File: src/rtl/riscv_pkg.sv
// Shared RISC-V execution-unit definitions: data width, divide opcodes and divider FSM states.
package riscv_pkg;

  localparam int XLEN = 32;

  localparam logic [1:0] DIV_OP_DIV  = 2'b00;
  localparam logic [1:0] DIV_OP_DIVU = 2'b01;
  localparam logic [1:0] DIV_OP_REM  = 2'b10;
  localparam logic [1:0] DIV_OP_REMU = 2'b11;

  typedef enum logic [1:0] {
    IDLE = 2'd0,
    CALC = 2'd1,
    FIX  = 2'd2,
    DONE = 2'd3
  } div_state_t;

endpackage

File: src/rtl/div_step.sv
// One restoring-division step: shift {rem, quo} left by one and keep the trial
// difference against the divisor when it does not borrow.
module div_step #(
  parameter int XLEN = 32
) (
  input  logic [XLEN-1:0] rem_in,
  input  logic [XLEN-1:0] quo_in,
  input  logic [XLEN-1:0] divisor,
  output logic [XLEN-1:0] rem_out,
  output logic [XLEN-1:0] quo_out
);

  logic [XLEN:0] shifted;
  logic [XLEN:0] diff;

  // rem < divisor always holds, so the shifted value fits in XLEN+1 bits and
  // the top bit of the difference is a clean borrow flag.
  always_comb begin
    shifted = {rem_in, quo_in[XLEN-1]};
    diff    = shifted - {1'b0, divisor};
    if (!diff[XLEN]) begin
      rem_out = diff[XLEN-1:0];
      quo_out = {quo_in[XLEN-2:0], 1'b1};
    end else begin
      rem_out = shifted[XLEN-1:0];
      quo_out = {quo_in[XLEN-2:0], 1'b0};
    end
  end

endmodule

File: src/rtl/div_unit.sv
// Iterative RISC-V DIV/DIVU/REM/REMU unit with a registered one-cycle
// register-file write-back request.
module div_unit #(
  parameter int XLEN = riscv_pkg::XLEN
) (
  input  logic            clk,
  input  logic            rst_n,
  input  logic            start,
  input  logic [1:0]      op,
  input  logic [XLEN-1:0] rs1_val,
  input  logic [XLEN-1:0] rs2_val,
  input  logic [4:0]      rd_addr,
  input  logic            flush,
  output logic            busy,
  output logic            done,
  output logic            wb_we,
  output logic [4:0]      wb_addr,
  output logic [XLEN-1:0] wb_data
);

  import riscv_pkg::*;

  localparam int CNT_W = $clog2(XLEN) + 1;
  localparam logic [XLEN-1:0] MIN_NEG = {1'b1, {(XLEN-1){1'b0}}};

  // Handshake: start is taken only on an edge where busy=0 and flush=0; there
  // is no queueing, and wb_addr/wb_data are meaningful only while wb_we=1.
  div_state_t state_q, state_d;

  logic [CNT_W-1:0] cnt_q;
  logic [XLEN-1:0]  rem_q, quo_q, dvs_q, res_q;
  logic [XLEN-1:0]  rem_nx, quo_nx;
  logic [XLEN-1:0]  quo_fix, rem_fix;
  logic [1:0]       op_q;
  logic [4:0]       rd_q;
  logic             neg_quo_q, neg_rem_q;

  logic accept, signed_op, div_zero, overflow, special;

  always_comb begin
    signed_op = (op == DIV_OP_DIV) || (op == DIV_OP_REM);
    div_zero  = (rs2_val == '0);
    overflow  = signed_op && (rs1_val == MIN_NEG) && (rs2_val == '1);
    special   = div_zero || overflow;
    accept    = (state_q == IDLE) && start && !flush;
  end

  div_step #(.XLEN(XLEN)) u_step (
    .rem_in  (rem_q),
    .quo_in  (quo_q),
    .divisor (dvs_q),
    .rem_out (rem_nx),
    .quo_out (quo_nx)
  );

  always_ff @(posedge clk or negedge rst_n) begin
    if (!rst_n) state_q <= IDLE;
    else        state_q <= state_d;
  end

  always_comb begin
    state_d = state_q;
    case (state_q)
      IDLE: if (accept) state_d = special ? DONE : CALC;
      CALC: begin
        if (flush)                          state_d = IDLE;
        else if (cnt_q == CNT_W'(1))        state_d = FIX;
      end
      FIX:  state_d = flush ? IDLE : DONE;
      DONE: state_d = IDLE;
      default: state_d = IDLE;
    endcase
  end

  always_comb begin
    quo_fix = neg_quo_q ? -quo_q : quo_q;
    rem_fix = neg_rem_q ? -rem_q : rem_q;
  end

  always_ff @(posedge clk or negedge rst_n) begin
    if (!rst_n) begin
      cnt_q     <= '0;
      rem_q     <= '0;
      quo_q     <= '0;
      dvs_q     <= '0;
      res_q     <= '0;
      op_q      <= DIV_OP_DIV;
      rd_q      <= '0;
      neg_quo_q <= 1'b0;
      neg_rem_q <= 1'b0;
    end else begin
      case (state_q)
        IDLE: if (accept) begin
          op_q      <= op;
          rd_q      <= rd_addr;
          cnt_q     <= CNT_W'(XLEN);
          rem_q     <= '0;
          quo_q     <= (signed_op && rs1_val[XLEN-1]) ? -rs1_val : rs1_val;
          dvs_q     <= (signed_op && rs2_val[XLEN-1]) ? -rs2_val : rs2_val;
          neg_quo_q <= signed_op && (rs1_val[XLEN-1] ^ rs2_val[XLEN-1]);
          neg_rem_q <= signed_op && rs1_val[XLEN-1];
          // Special results are final at accept, so CALC/FIX are skipped.
          if (div_zero)      res_q <= op[1] ? rs1_val : '1;
          else if (overflow) res_q <= op[1] ? '0 : MIN_NEG;
        end
        CALC: begin
          rem_q <= rem_nx;
          quo_q <= quo_nx;
          cnt_q <= cnt_q - CNT_W'(1);
        end
        FIX:  res_q <= op_q[1] ? rem_fix : quo_fix;
        default: ;
      endcase
    end
  end

  // Write-back is registered out of DONE; flush no longer has any effect here.
  always_ff @(posedge clk or negedge rst_n) begin
    if (!rst_n) begin
      done    <= 1'b0;
      wb_we   <= 1'b0;
      wb_addr <= '0;
      wb_data <= '0;
    end else begin
      done  <= (state_q == DONE);
      wb_we <= (state_q == DONE) && (rd_q != 5'd0);
      if (state_q == DONE) begin
        wb_addr <= rd_q;
        wb_data <= res_q;
      end
    end
  end

  assign busy = (state_q != IDLE);

endmodule

File: config.mk
export PLATFORM = sky130hd
export DESIGN_NAME = div_unit
export DESIGN_NICKNAME = d
export VERILOG_FILES = /design/src/rtl/riscv_pkg.sv /design/src/rtl/div_step.sv /design/src/rtl/div_unit.sv
export SDC_FILE = /design/constraint.sdc
export NUM_CORES = 1
export LEC_CHECK = 0
export BUFFER_PORTS_ARGS = -buffer_cell sky130_fd_sc_hd__clkbuf_2
export CAP_MARGIN = 20
export CORE_MARGIN = 2
export CORE_UTILIZATION = 35
export DETAILED_ROUTE_END_ITERATION = 10
export PLACE_DENSITY_LB_ADDON = 0.12
export SKIP_CTS_REPAIR_TIMING = 1
export SLEW_MARGIN = 20
export SYNTH_ARGS = -nofsm -noshare
export SYNTH_HDL_FRONTEND = slang
export SYNTH_SLANG_ARGS = --single-unit
File: constraint.sdc
create_clock -name clk -period 4.4 [get_ports clk]
set_input_delay 0.22 -clock clk [delete_from_list [all_inputs] [get_ports clk]]
set_output_delay 0.22 -clock clk [all_outputs]
set_load 0.02 [all_outputs]
==> impl_metrics.prom, run 1 <==
# TYPE chip_impl_metric gauge
chip_impl_metric{name="core_area",unit="um^2"} 34370
chip_impl_metric{name="clk-insertion-delay-late",unit="ns"} 0.44
chip_impl_metric{name="syn_inst",unit=""} 1405
chip_impl_metric{name="route.final.wire_length",unit="mm"} 35.26
chip_impl_metric{name="finalSetupViolations",unit=""} 0
chip_impl_metric{name="post-route-drc-count",unit=""} 0
chip_impl_metric{name="io_pins",unit=""} 115
chip_impl_metric{name="path_clk_slew",unit="ns"} 0.07
chip_impl_metric{name="initial_utilization",unit="%"} 35.40
chip_impl_metric{name="finalNetCount",unit=""} 1604
chip_impl_metric{name="h-tree-depth",unit=""} 4
chip_impl_metric{name="worst-path-max-fanout",unit=""} 24
chip_impl_metric{name="route.detailed.wl_per_inst",unit="um"} 18.03
chip_impl_metric{name="power.clock.fraction",unit="%"} 20.1
chip_impl_info{name="crit_type",value="flip-flop to flip-flop"} 1
chip_impl_metric{name="report.final.hold_viol_count",unit=""} 0
chip_impl_metric{name="postPlaceCellArea",unit="um^2"} 13240
chip_impl_metric{name="power.density",unit="nW/um^2"} 596.0
chip_impl_info{name="highest_layer",value="met5"} 1
chip_impl_metric{name="yosysWarnings",unit=""} 0
chip_impl_metric{name="final_design_area_no_fill",unit="um^2"} 13940
chip_impl_metric{name="initialDrtViolationCount",unit=""} 798
chip_impl_metric{name="route.detailed.vias_per_inst",unit=""} 5.397
chip_impl_metric{name="critPathRequiredTime",unit="ns"} 4.72
chip_impl_metric{name="drt_pre_antenna_iters",unit=""} 5
chip_impl_info{name="path_delay_family",value="compound AO/OA/AOI/OAI gates"} 1
chip_impl_metric{name="peakVddDrop",unit="V"} 0.0002839
chip_impl_metric{name="width_of_the_die",unit="um"} 190.4
chip_impl_metric{name="final-seq-area",unit="um^2"} 4579
chip_impl_metric{name="multi_input_comb_area",unit="um^2"} 7114
chip_impl_metric{name="grt_usage",unit="%"} 19.92
chip_impl_metric{name="placed_cells",unit=""} 1918
chip_impl_metric{name="synth_cell_type_count",unit=""} 62
chip_impl_metric{name="cp.buffers_inverters",unit=""} 2
chip_impl_metric{name="fmax",unit="MHz"} 276.9
chip_impl_metric{name="period_needed",unit="ns"} 3.611
chip_impl_info{name="postSynth.topFlopCell",value="dfrtp_1"} 1
chip_impl_metric{name="combPwrFrac",unit="%"} 46.8
chip_impl_info{name="cts_tree",value="done"} 1
chip_impl_metric{name="rows",unit=""} 68
chip_impl_metric{name="ys_async_sr_fraction",unit="%"} 100.0
chip_impl_info{name="clk_root_buffer_cell",value="clkbuf_16"} 1
chip_impl_metric{name="clock_buffer_count_from_cts",unit=""} 17
chip_impl_metric{name="finish.utilization",unit="%"} 40.55
chip_impl_metric{name="share_seq_of_total_power",unit="%"} 33.1
chip_impl_metric{name="dieArea",unit="um^2"} 36270
chip_impl_metric{name="post_synth_net_total",unit=""} 1520
chip_impl_metric{name="final_layout_size_suffix_gt1_share",unit="%"} 14.99
chip_impl_metric{name="timing.critical_path.slowest_cell_delay",unit="ns"} 0.40
chip_impl_metric{name="net-switching-power",unit="W"} 0.003481
chip_impl_metric{name="route.layer.met1.wl",unit="mm"} 17.76
chip_impl_metric{name="switching_share",unit="%"} 41.90
chip_impl_metric{name="synth-seq-cells",unit=""} 183
chip_impl_metric{name="post_synth_instance_area",unit="um^2"} 12170
chip_impl_info{name="crit_path_top_delay_cell",value="o21ai_0"} 1
chip_impl_info{name="end_kind",value="flip-flop"} 1
chip_impl_metric{name="relSlewSlack",unit="%"} 35.52
chip_impl_metric{name="wl_met2",unit="mm"} 15.10
chip_impl_metric{name="place.port_buffers",unit=""} 114
chip_impl_info{name="cp-start-kind",value="flip-flop"} 1
chip_impl_metric{name="tritoncts_num_sinks",unit=""} 183
chip_impl_metric{name="detailedPlacementHpwl",unit="mm"} 26.00
chip_impl_metric{name="grt_first_pass_wirelength",unit="mm"} 57.08
chip_impl_metric{name="power_leakage",unit="nW"} 6.133
chip_impl_metric{name="cell_internal_pwr",unit="W"} 0.004827
chip_impl_metric{name="die-height",unit="um"} 190.4
chip_impl_info{name="run_status",value="complete, no violations"} 1
chip_impl_info{name="rsz0062_at_grt",value="false"} 1
chip_impl_metric{name="pin_count_of_the_biggest_net_entering_global_routing",unit=""} 113
chip_impl_metric{name="synth_enable_flop_cells",unit=""} 0
chip_impl_metric{name="area_growth_syn_to_layout",unit="%"} 14.56
chip_impl_metric{name="critical_path_arrival",unit="ns"} 3.93
chip_impl_metric{name="vias",unit=""} 10560
chip_impl_metric{name="finalCritPeriodShare",unit="%"} 82.07
chip_impl_info{name="timing.critical_path.cells",value="inv_1 > ha_1 > fa_1 > nand2b_1 > a21oi_1 > o311a_1 > a221o_1 > o211ai_1 > o21ai_0 > xor2_2 > buf_12 > nor2_1 > a221o_1"} 1
chip_impl_metric{name="finalNonFillerCells",unit=""} 1956
chip_impl_metric{name="timing.clock.skew",unit="ns"} 0.01116
chip_impl_metric{name="fillerInstances",unit=""} 3508
chip_impl_metric{name="total_power",unit="W"} 0.008307
chip_impl_metric{name="finalWeightedCongestion",unit=""} 0.8746
chip_impl_info{name="critical_path.most_common_cell",value="a221o_1"} 1
chip_impl_metric{name="worst-slew-pin-transition",unit="ns"} 0.9671
chip_impl_metric{name="proportion_of_synthesized_chip_area_in_sequential_cells",unit="%"} 37.64
chip_impl_metric{name="diodes",unit=""} 0
chip_impl_metric{name="first_global_vias",unit=""} 10180
chip_impl_metric{name="clockBufferDepth",unit=""} 2
chip_impl_info{name="hold_class",value="primary input to flip-flop"} 1
chip_impl_metric{name="grt_remaining_overflow",unit=""} 0
chip_impl_metric{name="antenna_violations_before_repair",unit=""} 2
chip_impl_metric{name="wl_met3",unit="mm"} 1.708
chip_impl_metric{name="finalSetupTns",unit="ns"} 0
chip_impl_metric{name="ant_nets",unit=""} 0
chip_impl_metric{name="syn_avg_cell_area",unit="um^2"} 8.660
chip_impl_metric{name="maxSlewViolCount",unit=""} 0
chip_impl_metric{name="maxCapViolations",unit=""} 0
worst register-to-register path, stage by stage, from the launching register on:
cell and delay [ns]:
dfrtp_1 0.38, inv_1 0.08, ha_1 0.23, fa_1 0.38, nand2b_1 0.19, a21oi_1 0.22, o311a_1 0.25, a221o_1 0.24
o211ai_1 0.14, o21ai_0 0.40, xor2_2 0.38, buf_12 0.26, nor2_1 0.07, a221o_1 0.30
power by group through the flow:
| stage | Combinational, W | Sequential, W | Clock, W |
|---|---|---|---|
| 4_1_cts | 0.00389 | 0.00274 | 0.00171 |
| 3_3_place_gp | 0.00385 | 0.00276 | 0 |
| 6_report | 0.00388 | 0.00275 | 0.00167 |
| 5_1_grt | 0.00437 | 0.00283 | 0.00179 |
| 3_5_place_dp | 0.00387 | 0.00277 | 0 |
| 2_1_floorplan | 0.00288 | 0.00262 | 0 |
registers in the layout (all words and copies together) (netlist names):
| signal | cells |
|---|---|
| wb_data | 32 |
| neg_quo_q | 1 |
| quo_q | 32 |
| cnt_q | 6 |
| op_q | 1 |
| rd_q | 5 |
| dvs_q | 32 |
| state_q | 2 |
| res_q | 32 |
| wb_we | 1 |
| wb_addr | 5 |
| rem_q | 32 |
| done | 1 |
| neg_rem_q | 1 |
cells by family after synthesis:
group / Yosys count / synth area share (%)
and+or+nand+nor: 401 / 16.07
AOI/OAI and AO/OA: 441 / 22.14
adders and majority gates: 40 / 4.175
DFF: 183 / 37.64
buffers and inverters: 134 / 4.155
muxes: 60 / 5.306
xor gates and xnor gates: 146 / 10.51
synth_stat cells (3+ instances only):
cell	instances	area [um^2]
a211oi_1	19	142.6
and3_1	5	31.28
or4_1	15	112.6
a22oi_1	33	247.7
nor2b_1	10	62.56
o31ai_1	30	225.2
o21ai_0	188	940.9
or3_1	26	162.7
a21o_1	12	90.09
nor4_1	10	62.56
buf_1	6	22.52
ha_1	39	488.0
mux2_2	36	405.4
mux2i_1	24	240.2
xnor2_1	77	674.4
nand4_1	15	93.84
o21a_1	9	67.56
o22ai_1	5	31.28
o211ai_1	8	60.06
a31oi_1	10	62.56
or2_2	5	31.28
o41ai_1	9	78.83
inv_1	60	225.2
a31o_2	3	26.28
a21oi_1	81	405.4
dfrtp_1	183	4579
nor2_1	73	274.0
nand3_1	40	200.2
nand2b_1	17	106.4
a22o_1	4	35.03
o31a_1	3	26.28
a32oi_1	3	26.28
clkbuf_1	66	247.7
o21bai_1	5	37.54
xor2_1	69	604.3
a221o_1	5	50.05
nor3_1	19	95.09
nand3b_1	4	30.03
nand2_1	146	548.0
or4_4	4	45.04
routing by layer:
metal / global-route usage, % / vias to the layer above
li1: - / 5229
met1: 29.37 / 5008
met2: 29.87 / 268
met3: 3.165 / 47
met4: 5.874 / 4
met5: 0 / -
placed cells by master (no fill, tap or decap), types with 16 or more instances in the layout:
cell type and instances:
clkbuf_2 113, nand2b_1 16, ha_1 39, o31ai_1 30
a21oi_1 81, nand3_1 40, inv_1 60, a211oi_1 19
nand2_1 145, or3_1 26, dfrtp_1 183, mux2i_1 24
a22oi_1 33, nor2_1 71, xor2_1 68, nor3_1 19
clkbuf_16 17, xnor2_1 77, mux2_2 36, o21ai_0 188
path summary, 6_finish.rpt:
| kind | start | end | slack [ns] | depth (start not counted) |
|---|---|---|---|---|
| max | quo_q[31] | rem_q[3] | 0.79 | 13 |
| min | start | state_q[0] | 0.09 | 3 |
| max reg2reg | quo_q[31] | rem_q[3] | 0.79 | 13 |
| min reg2reg | res_q[24] | res_q[24] | 0.47 | 2 |
| max in group asynchronous | rst_n | cnt_q[5] | 2.94 | 3 |
| min in group asynchronous | rst_n | wb_data[10] | 0.49 | 2 |
through the flow:
step	setup WS (ns)	hold WS (ns)
floorplan	0.8417	-0.07559
global placement	0.8681	0.4155
detailed placement	0.7906	0.4212
CTS	0.7491	-0.04291
global route	0.4554	0.08305
finish	0.7890	0.08612
final cells by class:
type / count / area share (%)
repair buffers: 139 / 5.898
clock inverters: 11 / 1.230
multi-input cells: 1088 / 51.04
flip-flops and latches: 183 / 32.85
inverters: 60 / 1.616
well taps: 455 / 4.084
clock buffers: 20 / 3.276
No activity file was read; power rests on OpenSTA's default activity.
==> run 2, diff against run 1 <==
clock period = 2.9 ns   (was 4.4 ns; I/O delays follow)
==> run 2 against run 1 <==
  * The run now ends with setup timing left
  * Clock-buffer cell count shrank 3
  * Combinational power grew 100%
  * Sequential cell count is the same
  * Register-to-register slack lost 1.2 ns
  * Setup slack lost 1.2 ns
  * Utilization grew 5.2 points
  * Cell area grew 13%
  * Non-clock buffer count grew 193
  * Critical endpoint is now res_q[27]
==> impl_metrics.prom, run 2 (synthesized netlist as in run 1, its figures left out) <==
# TYPE chip_impl_metric gauge
chip_impl_info{name="run_status",value="complete, but fails checks"} 1
chip_impl_info{name="violations",value="setup timing"} 1
chip_impl_metric{name="path_clk_slew",unit="ns"} 0.07
chip_impl_metric{name="dp_slack",unit="ns"} -0.3969
chip_impl_metric{name="share_seq_of_total_power",unit="%"} 28.1
chip_impl_metric{name="peakVddDrop",unit="V"} 0.0006250
chip_impl_metric{name="io_pins",unit=""} 115
chip_impl_metric{name="clk-insertion-delay-late",unit="ns"} 0.44
chip_impl_metric{name="timing.critical_path.slowest_cell_delay",unit="ns"} 0.55
chip_impl_info{name="rsz0062_at_grt",value="true"} 1
chip_impl_metric{name="rows",unit=""} 68
chip_impl_metric{name="timing.clock.skew",unit="ns"} 0.01037
chip_impl_metric{name="drt_pre_antenna_iters",unit=""} 5
chip_impl_info{name="mostFrequentLayoutCell",value="buf_4"} 1
chip_impl_info{name="layout_common_cells",value="buf_4 (199), dfrtp_1 (182), o21ai_0 (146), nand2_1 (140), clkbuf_2 (113)"} 1
chip_impl_metric{name="first_global_vias",unit=""} 11090
chip_impl_metric{name="fmax",unit="MHz"} 303.1
chip_impl_metric{name="final_critical_path_setup_slack",unit="ns"} -0.3995
chip_impl_metric{name="worst-slew-pin-transition",unit="ns"} 1.066
chip_impl_metric{name="maxCapViolations",unit=""} 0
chip_impl_metric{name="finalSetupTns",unit="ns"} -4.173
chip_impl_metric{name="place.port_buffers",unit=""} 114
chip_impl_metric{name="power_leakage",unit="nW"} 7.118
chip_impl_metric{name="final_layout_size_suffix_gt1_share",unit="%"} 27.92
chip_impl_info{name="cp-start-kind",value="flip-flop"} 1
chip_impl_metric{name="finalCritPeriodShare",unit="%"} 113.8
chip_impl_info{name="hold_class",value="primary input to flip-flop"} 1
chip_impl_metric{name="period_needed",unit="ns"} 3.299
chip_impl_metric{name="die-height",unit="um"} 190.4
chip_impl_metric{name="net-switching-power",unit="W"} 0.005904
chip_impl_metric{name="core_area",unit="um^2"} 34370
chip_impl_metric{name="cell_internal_pwr",unit="W"} 0.008281
chip_impl_metric{name="route.detailed.vias_per_inst",unit=""} 5.228
chip_impl_metric{name="critical_path_arrival",unit="ns"} 3.62
chip_impl_metric{name="maxSlewViolCount",unit=""} 0
chip_impl_metric{name="report.final.hold_viol_count",unit=""} 0
chip_impl_metric{name="grt_remaining_overflow",unit=""} 0
chip_impl_metric{name="grt_usage",unit="%"} 21.22
chip_impl_metric{name="finish.utilization",unit="%"} 45.78
chip_impl_metric{name="vias",unit=""} 11240
chip_impl_metric{name="route.final.wire_length",unit="mm"} 37.34
chip_impl_metric{name="clock_buffer_count_from_cts",unit=""} 17
chip_impl_metric{name="dieArea",unit="um^2"} 36270
chip_impl_info{name="end_kind",value="flip-flop"} 1
chip_impl_metric{name="power.density",unit="nW/um^2"} 901.4
chip_impl_info{name="crit_type",value="flip-flop to flip-flop"} 1
chip_impl_metric{name="finalWeightedCongestion",unit=""} 0.8591
chip_impl_metric{name="antenna_violations_before_repair",unit=""} 0
chip_impl_metric{name="fillerInstances",unit=""} 3489
chip_impl_info{name="critical_path.most_common_cell",value="or4_4"} 1
chip_impl_metric{name="combPwrFrac",unit="%"} 56.0
chip_impl_metric{name="multi_input_comb_area",unit="um^2"} 7476
chip_impl_metric{name="area_growth_syn_to_layout",unit="%"} 29.34
chip_impl_metric{name="initialDrtViolationCount",unit=""} 831
chip_impl_metric{name="final-seq-area",unit="um^2"} 4581
chip_impl_info{name="crit_path_top_delay_cell",value="or4_4"} 1
chip_impl_metric{name="route.detailed.wl_per_inst",unit="um"} 17.38
chip_impl_metric{name="pin_count_of_the_biggest_net_entering_global_routing",unit=""} 118
chip_impl_info{name="timing.critical_path.cells",value="or4_4 > or4_4 > or4_4 > or3_4 > or4_4 > nand2_1 > xor2_1 > a211oi_1 > a22o_1"} 1
chip_impl_metric{name="finalSetupViolations",unit=""} 34
chip_impl_metric{name="diodes",unit=""} 0
chip_impl_metric{name="width_of_the_die",unit="um"} 190.4
chip_impl_metric{name="detailedPlacementHpwl",unit="mm"} 28.60
chip_impl_metric{name="finalNonFillerCells",unit=""} 2149
chip_impl_info{name="cts_tree",value="done"} 1
chip_impl_metric{name="initial_utilization",unit="%"} 35.40
chip_impl_metric{name="power.clock.fraction",unit="%"} 15.9
chip_impl_metric{name="grt_first_pass_wirelength",unit="mm"} 60.97
chip_impl_metric{name="relSlewSlack",unit="%"} 28.92
chip_impl_metric{name="post-route-drc-count",unit=""} 0
chip_impl_metric{name="critPathRequiredTime",unit="ns"} 3.22
chip_impl_metric{name="ant_nets",unit=""} 0
chip_impl_info{name="clk_root_buffer_cell",value="clkbuf_16"} 1
chip_impl_metric{name="worst-path-max-fanout",unit=""} 4
chip_impl_metric{name="h-tree-depth",unit=""} 4
chip_impl_metric{name="clockBufferDepth",unit=""} 2
chip_impl_metric{name="switching_share",unit="%"} 41.62
chip_impl_metric{name="placed_cells",unit=""} 2099
chip_impl_metric{name="finalNetCount",unit=""} 1797
chip_impl_metric{name="tritoncts_num_sinks",unit=""} 183
-- run 2: cell types whose count changed in the layout (fill, tap and decap cells not counted), moves of 6 or more --
cell / previous run / this run
o21ai_1: 1 / 35
o21ai_2: 0 / 6
o21ai_0: 188 / 146
buf_6: 0 / 6
buf_4: 15 / 199
ha_1: 39 / 33
ha_4: 0 / 6
-- run 2: path summary, 6_finish.rpt --
check                             end  slack (ns)  startpoint  depth (start not counted)
max reg2reg                 res_q[27]       -0.40    rem_q[5]                          9
min reg2reg                 res_q[24]        0.46   res_q[24]                          2
min in group asynchronous  wb_data[6]        0.28       rst_n                          2
max                         res_q[27]       -0.40    rem_q[5]                          9
min                        state_q[0]       0.008       start                          3
max in group asynchronous     rd_q[3]        1.76       rst_n                          3
-- run 2: final cells by class --
type                            instances  area share (%)
Multi-Input combinational cell       1088           47.51
Sequential cell                       183           29.11
Timing Repair Buffer                  332           14.81
Tap cell                              455           3.618
Clock buffer                           17           2.703
Inverter                               60           1.431
Clock inverter                         14          0.8190
-- run 2: routing by layer --
| metal | routed length (um) | global-route usage [%] | vias up | part of all wire (%) |
|---|---|---|---|---|
| li1 | - | - | 5621 | - |
| met1 | 19100 | 31.71 | 5348 | 51 |
| met2 | 16310 | 32.85 | 244 | 44 |
| met3 | 1479 | 2.521 | 22 | 4.0 |
| met4 | 454 | 4.293 | 0 | 1.2 |
| met5 | 0 | 0 | - | 0 |
-- run 2: power by group through the flow --
stage | Clock (W) | Sequential, W | Combinational [W]
2_1_floorplan | 0 | 0.00397 | 0.00447
3_3_place_gp | 0 | 0.00397 | 0.00732
3_5_place_dp | 0 | 0.00399 | 0.00738
4_1_cts | 0.00231 | 0.00394 | 0.00741
5_1_grt | 0.00243 | 0.00410 | 0.00883
6_report | 0.00226 | 0.00398 | 0.00794
-- run 2: critical path: cells and delay by family (launching register included) --
family          cells  cell delay, ns
simple gates        6            2.35
flops               1            0.38
compound gates      2            0.30
xor+xnor            1            0.17
-- run 2: per-stage QoR --
step | hold WS (ns) | total power (W) | instance area, um^2
6_report | 0.007675 | 0.01418 | 15740
5_1_grt | 0.01482 | 0.01535 | 15740
4_1_cts | -0.2648 | 0.01366 | 15210
3_5_place_dp | 0.2091 | 0.01136 | 14660
3_3_place_gp | 0.2145 | 0.01129 | 14660
2_1_floorplan | -0.1506 | 0.008445 | 12210
==> run 3, diff against run 2 <==
clock period = 2.95 ns   (was 2.9 ns; I/O delays follow)
==> run 3 against run 2 <==
  * The flow finishes with violations (hold timing, setup timing)
  * Maximum frequency down 0.71%
  * Sequential cell count is the same
  * Cell area decreased by 1.0%
  * Hold slack lost 0.034 ns
  * Global-route usage decreased by 0.15 points
  * Total power shrank 2.0%
  * Setup slack improved by 0.026 ns
  * Critical path depth is 1 higher
  * Register-to-register slack better by 0.03 ns
  * Non-clock buffer count down 21
  * Routed wire length up 0.51%
  * Die area did not move
==> impl_metrics.prom, run 3 (synthesized netlist as in run 1, its figures left out) <==
# TYPE chip_impl_metric gauge
chip_impl_info{name="run_status",value="complete, but fails checks"} 1
chip_impl_info{name="violations",value="hold timing, setup timing"} 1
chip_impl_metric{name="clockBufferDepth",unit=""} 2
chip_impl_metric{name="clk-insertion-delay-late",unit="ns"} 0.46
chip_impl_metric{name="clock_buffer_count_from_cts",unit=""} 17
chip_impl_metric{name="power.density",unit="nW/um^2"} 892.2
chip_impl_info{name="end_kind",value="flip-flop"} 1
chip_impl_metric{name="power_leakage",unit="nW"} 7.042
chip_impl_info{name="cts_tree",value="done"} 1
chip_impl_metric{name="timing.clock.skew",unit="ns"} 0.01302
chip_impl_metric{name="maxSlewViolCount",unit=""} 0
chip_impl_metric{name="report.final.hold_viol_count",unit=""} 1
chip_impl_metric{name="area_growth_syn_to_layout",unit="%"} 28.00
chip_impl_metric{name="ant_nets",unit=""} 0
chip_impl_info{name="cp-start-kind",value="flip-flop"} 1
chip_impl_metric{name="worst-path-max-fanout",unit=""} 4
chip_impl_metric{name="width_of_the_die",unit="um"} 190.4
chip_impl_metric{name="finalSetupViolations",unit=""} 34
chip_impl_metric{name="grt_first_pass_wirelength",unit="mm"} 59.77
chip_impl_metric{name="critPathRequiredTime",unit="ns"} 3.30
chip_impl_info{name="crit_type",value="flip-flop to flip-flop"} 1
chip_impl_metric{name="grt_remaining_overflow",unit=""} 0
chip_impl_metric{name="initial_utilization",unit="%"} 35.40
chip_impl_metric{name="route.detailed.vias_per_inst",unit=""} 5.237
chip_impl_metric{name="finalNetCount",unit=""} 1776
chip_impl_info{name="layout_common_cells",value="dfrtp_1 (182), buf_4 (181), o21ai_0 (153), nand2_1 (141), clkbuf_2 (113)"} 1
chip_impl_metric{name="dieArea",unit="um^2"} 36270
chip_impl_metric{name="tritoncts_num_sinks",unit=""} 183
chip_impl_info{name="clk_root_buffer_cell",value="clkbuf_16"} 1
chip_impl_metric{name="peakVddDrop",unit="V"} 0.0005119
chip_impl_metric{name="final_critical_path_setup_slack",unit="ns"} -0.3732
chip_impl_metric{name="path_clk_slew",unit="ns"} 0.08
chip_impl_metric{name="finalWeightedCongestion",unit=""} 0.8507
chip_impl_metric{name="diodes",unit=""} 0
chip_impl_metric{name="antenna_violations_before_repair",unit=""} 1
chip_impl_metric{name="grt_usage",unit="%"} 21.07
chip_impl_metric{name="finalCritPeriodShare",unit="%"} 112.7
chip_impl_metric{name="multi_input_comb_area",unit="um^2"} 7412
chip_impl_metric{name="rows",unit=""} 68
chip_impl_metric{name="place.port_buffers",unit=""} 114
chip_impl_metric{name="core_area",unit="um^2"} 34370
chip_impl_metric{name="h-tree-depth",unit=""} 4
chip_impl_metric{name="route.final.wire_length",unit="mm"} 37.53
chip_impl_metric{name="initialDrtViolationCount",unit=""} 726
chip_impl_metric{name="critical_path_arrival",unit="ns"} 3.68
chip_impl_metric{name="fillerInstances",unit=""} 3460
chip_impl_metric{name="relSlewSlack",unit="%"} 20.18
chip_impl_info{name="regToRegStartpoint",value="rem_q[5]"} 1
chip_impl_metric{name="die-height",unit="um"} 190.4
chip_impl_metric{name="route.detailed.wl_per_inst",unit="um"} 17.63
chip_impl_metric{name="vias",unit=""} 11150
chip_impl_metric{name="period_needed",unit="ns"} 3.323
chip_impl_metric{name="worst-slew-pin-transition",unit="ns"} 1.197
chip_impl_metric{name="detailedPlacementHpwl",unit="mm"} 28.44
chip_impl_info{name="worst_setup_path_startpoint",value="rem_q[5]"} 1
chip_impl_metric{name="final-seq-area",unit="um^2"} 4581
chip_impl_info{name="mostFrequentLayoutCell",value="dfrtp_1"} 1
chip_impl_metric{name="maxCapViolations",unit=""} 0
chip_impl_metric{name="first_global_vias",unit=""} 10820
chip_impl_info{name="min_from",value="start"} 1
chip_impl_metric{name="fin_worst_hold_slack",unit="ns"} -0.02597
chip_impl_metric{name="total_power",unit="W"} 0.01390
chip_impl_metric{name="post-route-drc-count",unit=""} 0
chip_impl_metric{name="io_pins",unit=""} 115
chip_impl_metric{name="final_layout_size_suffix_gt1_share",unit="%"} 26.70
chip_impl_metric{name="finish.utilization",unit="%"} 45.31
chip_impl_metric{name="pin_count_of_the_biggest_net_entering_global_routing",unit=""} 126
chip_impl_info{name="hold_class",value="primary input to flip-flop"} 1
chip_impl_info{name="rsz0062_at_grt",value="true"} 1
chip_impl_metric{name="fmax",unit="MHz"} 300.9
chip_impl_metric{name="drt_pre_antenna_iters",unit=""} 4
[run 3: cell type report]
| type | count | share of cell area [%] |
|---|---|---|
| inverter | 60 | 1.446 |
| tap | 455 | 3.655 |
| clock inverter | 14 | 1.189 |
| clock buffer | 18 | 2.820 |
| timing repair buffer | 311 | 13.88 |
| sequential | 183 | 29.41 |
| multi-input combinational | 1088 | 47.59 |
[run 3: layer usage]
layer	vias to the layer above	global-route usage, %	routed length [um]
li1	5569	-	-
met1	5327	30.68	18890
met2	224	33.05	16800
met3	29	2.595	1354
met4	0	5.307	481
met5	-	0	0
[run 3: through the flow]
stage | instances | TNS [ns] | cell area (um^2) | worst slack, ns | hold slack, ns
finish | 2129 | -3.069 | 15570 | -0.3732 | -0.02597
global route | 2129 | -9.071 | 15570 | -0.4571 | 0.007606
CTS | 2119 | -6.865 | 15190 | -0.3451 | -0.3366
detailed placement | 2087 | -12.06 | 14570 | -0.3446 | 0.1505
global placement | 2087 | -10.16 | 14570 | -0.3026 | 0.1463
floorplan | 1405 | -1.147 | 12210 | -0.3142 | -0.1481
[run 3: report_power, final]
part	switching (W)	total (W)	internal, W	leakage (nW)
logic	0.00391	0.00748	0.00357	4.39
clock network	0.00111	0.00249	0.00138	0.296
registers	0.000713	0.00393	0.00322	2.35
[run 3: worst max-delay path, cell delays in order, from the launching register on]
cell,delay (ns)
dfrtp_1,0.38
or4_4,0.54
or4_4,0.43
or4_4,0.46
or3_4,0.35
buf_4,0.14
buf_6,0.12
o31ai_2,0.20
xor2_1,0.27
a211oi_1,0.12
a22o_1,0.21
[run 3: final timing paths]
| kind | to | slack [ns] | cells after the start |
|---|---|---|---|
| worst min-delay path | state_q[0] | -0.03 | 3 |
| min in group asynchronous | res_q[9] | 0.22 | 2 |
| worst min register to register | dvs_q[26] | 0.48 | 2 |
| worst max register to register | res_q[21] | -0.37 | 10 |
| worst max-delay path | res_q[21] | -0.37 | 10 |
| max in group asynchronous | rem_q[24] | 1.76 | 3 |
